[src/rtl/logic_op_pkg.sv]
// Shared types and the multi-operand bitwise fold for the logic_op_pipe datapath.
package logic_op_pkg;

    localparam int unsigned MAX_IN    = 8;
    localparam int unsigned MAX_WIDTH = 64;
    localparam int unsigned OP_W      = 3;

    typedef enum logic [OP_W-1:0] {
        OP_AND  = 3'd0,
        OP_OR   = 3'd1,
        OP_XOR  = 3'd2,
        OP_NAND = 3'd3,
        OP_NOR  = 3'd4,
        OP_XNOR = 3'd5
    } op_e;

    typedef logic [MAX_IN-1:0][MAX_WIDTH-1:0] operand_arr_t;

    typedef struct packed {
        logic err;
        logic ones;
        logic zero;
    } flags_t;

    // Left-to-right fold over the first num_in operands; inverted ops invert the whole fold.
    function automatic logic [MAX_WIDTH-1:0] logic_fold(input logic [OP_W-1:0] op,
                                                        input operand_arr_t      opnd,
                                                        input int unsigned       num_in);
        logic [MAX_WIDTH-1:0] acc_and;
        logic [MAX_WIDTH-1:0] acc_or;
        logic [MAX_WIDTH-1:0] acc_xor;
        logic [MAX_WIDTH-1:0] res;
        acc_and = opnd[0];
        acc_or  = opnd[0];
        acc_xor = opnd[0];
        for (int unsigned k = 1; k < MAX_IN; k++) begin
            if (k < num_in) begin
                acc_and = acc_and & opnd[k];
                acc_or  = acc_or  | opnd[k];
                acc_xor = acc_xor ^ opnd[k];
            end
        end
        case (op)
            OP_AND:  res = acc_and;
            OP_OR:   res = acc_or;
            OP_XOR:  res = acc_xor;
            OP_NAND: res = ~acc_and;
            OP_NOR:  res = ~acc_or;
            OP_XNOR: res = ~acc_xor;
            default: res = '0;
        endcase
        return res;
    endfunction

endpackage

[src/rtl/logic_pipe_stage.sv]
// One elastic register slice: loads whenever empty or draining on the same edge.
module logic_pipe_stage #(
    parameter int unsigned PW = 8
) (
    input  logic          clk,
    input  logic          rst_n,
    input  logic          up_valid,
    input  logic [PW-1:0] up_data,
    output logic          up_ready_c,
    input  logic          down_ready,
    output logic          valid,
    output logic [PW-1:0] data
);

    assign up_ready_c = !valid || down_ready;

    // Empty slots hold zero so an idle upstream bus never leaks into the payload.
    always_ff @(posedge clk or negedge rst_n) begin
        if (!rst_n) begin
            valid <= 1'b0;
            data  <= '0;
        end else if (up_ready_c) begin
            valid <= up_valid;
            data  <= up_valid ? up_data : '0;
        end
    end

endmodule

[src/rtl/logic_op_pipe.sv]
// Two-stage valid/ready bitwise logic unit folding NUM_IN operands with one op per beat.
module logic_op_pipe
    import logic_op_pkg::*;
#(
    parameter int unsigned WIDTH  = 8,
    parameter int unsigned NUM_IN = 2,
    parameter int unsigned CNT_W  = 16
) (
    input  logic                    clk,
    input  logic                    rst_n,
    input  logic                    in_valid,
    output logic                    in_ready,
    input  logic [2:0]              in_op,
    input  logic [NUM_IN*WIDTH-1:0] in_data,
    output logic                    out_valid,
    input  logic                    out_ready,
    output logic [WIDTH-1:0]        out_data,
    output logic                    out_zero,
    output logic                    out_ones,
    output logic                    op_err,
    output logic [CNT_W-1:0]        txn_count
);

    localparam int unsigned DW  = NUM_IN * WIDTH;
    localparam int unsigned S1W = OP_W + DW;
    localparam int unsigned S2W = 3 + WIDTH;

    generate
        if (NUM_IN < 2 || NUM_IN > MAX_IN || WIDTH < 1 || WIDTH > MAX_WIDTH) begin : g_bad_param
            $error("logic_op_pipe: NUM_IN must be 2..8 and WIDTH 1..64");
        end
    endgenerate

    logic           rst_done;
    logic           s1_ready_c;
    logic           s1_valid;
    logic [S1W-1:0] s1_data;
    logic           s2_ready_c;
    logic [S2W-1:0] s2_data;
    logic [S2W-1:0] s2_next;

    operand_arr_t    opnd;
    logic [OP_W-1:0] s1_op;
    logic [WIDTH-1:0] fold_res;
    flags_t          fold_flags;
    flags_t          s2_flags;

    // Holds in_ready low until the first edge after reset release.
    always_ff @(posedge clk or negedge rst_n) begin
        if (!rst_n) rst_done <= 1'b0;
        else        rst_done <= 1'b1;
    end

    assign in_ready = rst_done && s1_ready_c;

    logic_pipe_stage #(.PW(S1W)) u_s1 (
        .clk       (clk),
        .rst_n     (rst_n),
        .up_valid  (in_valid && rst_done),
        .up_data   ({in_op, in_data}),
        .up_ready_c(s1_ready_c),
        .down_ready(s2_ready_c),
        .valid     (s1_valid),
        .data      (s1_data)
    );

    // Fold and flag generation between the two slices.
    always_comb begin
        opnd = '0;
        for (int unsigned k = 0; k < NUM_IN; k++) begin
            opnd[k][WIDTH-1:0] = s1_data[k*WIDTH +: WIDTH];
        end
        s1_op           = s1_data[DW +: OP_W];
        fold_res        = WIDTH'(logic_fold(s1_op, opnd, NUM_IN));
        fold_flags      = '0;
        fold_flags.err  = (s1_op > 3'(OP_XNOR));
        fold_flags.zero = (fold_res == '0);
        fold_flags.ones = (&fold_res);
        s2_next         = {fold_flags, fold_res};
    end

    logic_pipe_stage #(.PW(S2W)) u_s2 (
        .clk       (clk),
        .rst_n     (rst_n),
        .up_valid  (s1_valid),
        .up_data   (s2_next),
        .up_ready_c(s2_ready_c),
        .down_ready(out_ready),
        .valid     (out_valid),
        .data      (s2_data)
    );

    assign s2_flags = flags_t'(s2_data[WIDTH +: 3]);
    assign out_data = s2_data[WIDTH-1:0];
    assign out_zero = s2_flags.zero;
    assign out_ones = s2_flags.ones;
    assign op_err   = s2_flags.err;

    // Completed output handshakes; wraps naturally.
    always_ff @(posedge clk or negedge rst_n) begin
        if (!rst_n)                      txn_count <= '0;
        else if (out_valid && out_ready) txn_count <= txn_count + CNT_W'(1);
    end

endmodule
[config.mk]
export PLATFORM = sky130hd
export DESIGN_NAME = logic_op_pipe
export DESIGN_NICKNAME = d
export VERILOG_FILES = /design/src/rtl/logic_op_pkg.sv /design/src/rtl/logic_pipe_stage.sv /design/src/rtl/logic_op_pipe.sv
export SDC_FILE = /design/constraint.sdc
export NUM_CORES = 1
export LEC_CHECK = 0
export BUFFER_PORTS_ARGS = -buffer_cell sky130_fd_sc_hd__buf_2
export CAP_MARGIN = 20
export CORE_ASPECT_RATIO = 1.4
export CORE_MARGIN = 3
export CORE_UTILIZATION = 59
export CTS_BUF_LIST = sky130_fd_sc_hd__clkbuf_16
export CTS_CLUSTER_SIZE = 20
export DETAILED_ROUTE_END_ITERATION = 8
export GPL_TIMING_DRIVEN = 0
export PLACE_DENSITY_LB_ADDON = 0.3
export SKIP_LAST_GASP = 1
export SLEW_MARGIN = 20
export SYNTH_ARGS = -nofsm -noshare
export SYNTH_HDL_FRONTEND = slang
export SYNTH_SLANG_ARGS = --single-unit
[constraint.sdc]
create_clock -name clk -period 3.6 [get_ports clk]
set_input_delay 0.9 -clock clk [delete_from_list [all_inputs] [get_ports clk]]
set_output_delay 0.9 -clock clk [all_outputs]
set_load 0.03 [all_outputs]
# Yosys cells after proc, flatten, opt, wreduce, memory -nomap -nowiden

Index checks and enable logic that the tools add are counted.
Widths: inputs -> output; s select.

Bits of input ports: 23
Register bits after elaboration: 49
Output and inout bits: 29

Equal/unequal tests: 5
Bitwise gates (word level): 6
$lt $le $gt $ge: 1
Add/sub/neg operators: 1
Reduce and logical (&&, ||, !) cells: 10
Mux-type cells: 3

Operators by type and width:

| operator              | number |
|---|---|
| $pmux 8 s6            | 1 |
| $not 8->8             | 3 |
| $mux 19               | 1 |
| $add 16x1->16 const B | 1 |
| $mux 11               | 1 |
| $and 8x8->8           | 1 |
| $logic_not 8->1       | 1 |
| $or 8x8->8            | 1 |
| $reduce_and 8->1      | 1 |
| $xor 8x8->8           | 1 |
| $eq 3x2->1 const B    | 2 |
| $eq 3x3->1 const B    | 2 |
| $eq 3x1->1 const B    | 1 |
| $gt 3x3->1 const B    | 1 |
| $logic_and 1x1->1     | 3 |
| $logic_not 3->1       | 1 |
| $logic_not 1->1       | 2 |
| $logic_or 1x1->1      | 2 |

# Logic depth before layout (Yosys ltp)

Depth in word-level cells: 5
Depth in mapped cells: 8
Mapped depth without buffers: 8

# Hierarchy

A second synthesis with hierarchy kept.

Cell total of the unflattened synthesis: 323
Area, all modules: 2970.3 µm²

By module, submodules not included:

| module                   | area each (µm²) | sequential area each (µm²) | cells an instance | instances |
|---|---|---|---|---|
| logic_op_pipe            | 1498.9          | 425.4                      | 183               | 1 |
| logic_pipe_stage at u_s1 | 904.6           | 500.5                      | 88                | 1 |
| logic_pipe_stage at u_s2 | 566.8           | 300.3                      | 52                | 1 |

# Worst setup path before layout

Ideal clock, no wire load.

Kind: input to output
Start: input out_ready
End: output in_ready
Required time: 2.700 ns
Arrival time: 1.614 ns
Path slack: 1.086 ns
Stages: 3
Path buffers: 0
Cells stage by stage: nor2b_1 and2_1 nor2b_1

Cells in the longest elaborated chain, start to end: 3

Ends and longest elaborated chain:

| item                          | line                   | RTL |
|---|---|---|
| start: declaration            | logic_op_pipe.sv:16    | `input logic out_ready,` |
| $logic_or 1x1->1 (2 in a row) | logic_pipe_stage.sv:15 | `assign up_ready_c = !valid \|\| down_ready;` |
| $logic_and 1x1->1             | logic_op_pipe.sv:54    | `assign in_ready = rst_done && s1_ready_c;` |
| end: declaration              | logic_op_pipe.sv:12    | `output logic in_ready,` |

No other way between the ends.

# Worst setup path after layout

Ends and elaborated chain as after synthesis.

==> impl_metrics.yaml <==
setup_path:
  reg2reg_from: "u_s1.data[0]"
  max_stage_delay_ns: 0.41
  cp.arrival_ns: 1.93
  path_max_fanout: 7
  worstSetupStartpoint: "out_ready"
  cp-endpoint: "in_ready"
  worstPathCellList: "buf_2 -> nor2b_1 -> and2_1 -> nor2b_1 -> buf_2"
  cp_top_family: "simple AND/OR/NAND/NOR gates"
  path_buf_inv: 2
  critical_path_required_ns: 2.70
  slowest_stage: "nor2b_1"
  critPathCaptureType: "output port"
  rrSetupSlack_ns: 1.60
  worst-r2r-cell-count: 8
  regToRegEndpoint: "u_s2.data[9]"
  path_class: "input pin to output port"
  cp_num_cells: 5
  start_kind: "input pin"
placed_design:
  pre_cts_slack_ns: 0.794
  place_inst: 378
  port_buffers: 51
  placed_area_um2: 2970
  place_congestion: 0.729
  dp_hpwl_mm: 3.92
power:
  p_per_area_nw_per_um2: 465
  power_mw: 1.46
  irDropWorstVdd_uv: 326
  p_leak_nw: 1.57
sta:
  max_slew_margin: 0.602
  grt_setup_unrepaired: "false"
  skew_ns: 0.00300
  max_freq_ghz: 0.353
  tns_ns: 0
  fin_crit_sh: 0.787
  setup_viol: 0
  layout_setup_ws_ns: 0.765
  fin_crit_ns: 2.83
  finalHoldViolCount: 0
  slew_viol_final: 0
  tightest_slew_ns: 0.597
  holdWs_ns: 0.464
global_route:
  grtUsageMet2: 0.410
  grt.overflow.total: 0
  antenna_found_initial: 0
  grt_start_max_net_pins: 50
  grt_pass1_wl_mm: 9.54
  grt_busiest_layer: "met2"
  grt_use_total: 0.222
  grt_pass1_vias: 2080
  met3_usage: 0.0464
  met1_usage: 0.258
clock_network:
  root_buffer: "clkbuf_16"
  hold_buffers: 0
  post_cts_buffers: 0
  cts_tree: "built"
  htree_levels: 2
  clock_sinks: 49
  cts-resized-gates: 0
  numCtsBuffers: 5
  clk_latency_ns: 0.29
  cts.path.max_buffers: 2
  clk_pin_slew_worst_paths_ns: 0.06
logic_synthesis:
  syn_inst: 267
  syn_area_per_cell_um2: 9.89
  syn_nets: 307
  synth_common_cells: "49 x dfrtp_1, 23 x a22o_1, 22 x inv_1, 22 x nand2_1, 17 x ha_1"
  seq_area_frac_synth: 0.464
  synth_area_um2: 2640
  ys_ff_latch: 49
  ys.flop_type: "dfrtp_1"
  yosys.area.top_type_share: 0.464
  synth_top_area_cell: "dfrtp_1"
  synth_edf_count: 0
  synth.most_common_cell: "dfrtp_1"
  ys_types: 41
  synthTopCellsByArea: "dfrtp_1 46%, ha_1 8.1%, a22o_1 7.6%"
  yosys_warnings: 0
  synth-async-reset-ratio: 1.00
final_layout:
  multiInputGateArea_um2: 1270
  fill_cells: 332
  instances_no_fill: 386
  diodes: 0
  seqCellArea_um2: 1230
  final_layout_size_suffix_gt1_frac: 0.206
  finalNetCount: 365
  utilization: 0.734
  areaGrowthSynthToFinish_pct: 18.9
  final_cell_area_um2: 3140
floorplanning:
  dieArea_um2: 5320
  start_util: 0.618
  rows: 28
  fp.coreArea_um2: 4270
  die_h_um: 85.2
  dieWidth_um: 62.5
  io_pins: 52
outcome:
  outcome: "completed"
min_path:
  holdPathStages: 1
  hold_path.class: "flop to flop"
detailed_routing:
  ant_nets: 0
  drc: 0
  first_pass_iters: 4
  first_iter_violations: 107
  routed_wl_mm: 5.40
  vias: 2113
  vias_per_cell: 5.47
  wl_per_cell_um: 14.0
flow_run:
  cap_viol_max_count: 0
-- state kept, by name (all words and copies together) (netlist names) --
signal / count
rst_done: 1
txn_count: 16
u_s1.data: 19
u_s1.valid: 1
u_s2.data: 11
u_s2.valid: 1
-- layout by cell type (no fill, tap or decap), types with 3 or more instances in the layout --
| cell | instances |
|---|---|
| inv_1 | 22 |
| nor2_1 | 16 |
| xor2_1 | 4 |
| dfrtp_1 | 49 |
| o21ai_0 | 10 |
| a22o_1 | 23 |
| clkbuf_1 | 7 |
| xnor2_1 | 11 |
| nand2_1 | 22 |
| nor2b_1 | 3 |
| nand4_1 | 3 |
| nor3_1 | 4 |
| clkbuf_16 | 5 |
| buf_2 | 54 |
| a211oi_1 | 8 |
| nand3_1 | 9 |
| o21ai_1 | 3 |
| ha_1 | 17 |
| nand2b_1 | 11 |
| a21oi_1 | 10 |
| mux2i_1 | 4 |
| and2_1 | 3 |
-- worst min path at each step --
stage / slack, ns / startpoint / end
finish: 0.46 / txn_count[15] / txn_count[15]
floorplan: 0.49 / u_s1.valid / u_s2.valid
global route: 0.48 / txn_count[15] / txn_count[15]
CTS: 0.47 / txn_count[15] / txn_count[15]
global placement: 0.45 / txn_count[15] / txn_count[15]
detailed placement: 0.46 / txn_count[15] / txn_count[15]
-- per-layer routing --
layer | vias to the layer above | share of wire
li1 | 1034 | -
met1 | 1002 | 0.40
met2 | 73 | 0.53
met3 | 4 | 0.058
met4 | 0 | 0.0083
met5 | - | 0
-- cell families (layout without fill, tap and decap cells) --
logic type               after synthesis  after routing  synth area share
other                                  1              1           0.00142
XOR/XNOR                              15             15            0.0498
adder cells (fa/ha/maj)               17             17            0.0806
flip-flops                            49             49             0.464
multiplexers                           6              6            0.0237
AND/OR/NAND/NOR                       79             79             0.148
buffers and inverters                 35             94            0.0559
AO/OA/AOI/OAI                         65             65             0.176
-- report_power, final --
group          leakage, nW  switching [mW]  total [mW]  internal, mW
logic                0.838           0.185       0.294         0.109
clock network       0.0775           0.196       0.521         0.325
registers            0.658          0.0475       0.646         0.598
-- area by class of cell --
cell class | instances | area share
clock inverter | 3 | 0.0132
sequential | 49 | 0.391
clock buffer | 5 | 0.0399
buffer | 13 | 0.0207
inverter | 22 | 0.0263
timing repair buffer | 51 | 0.0821
tap | 60 | 0.0239
multi-input combinational | 183 | 0.403
Note: power is estimated with default switching activity, not from simulation.
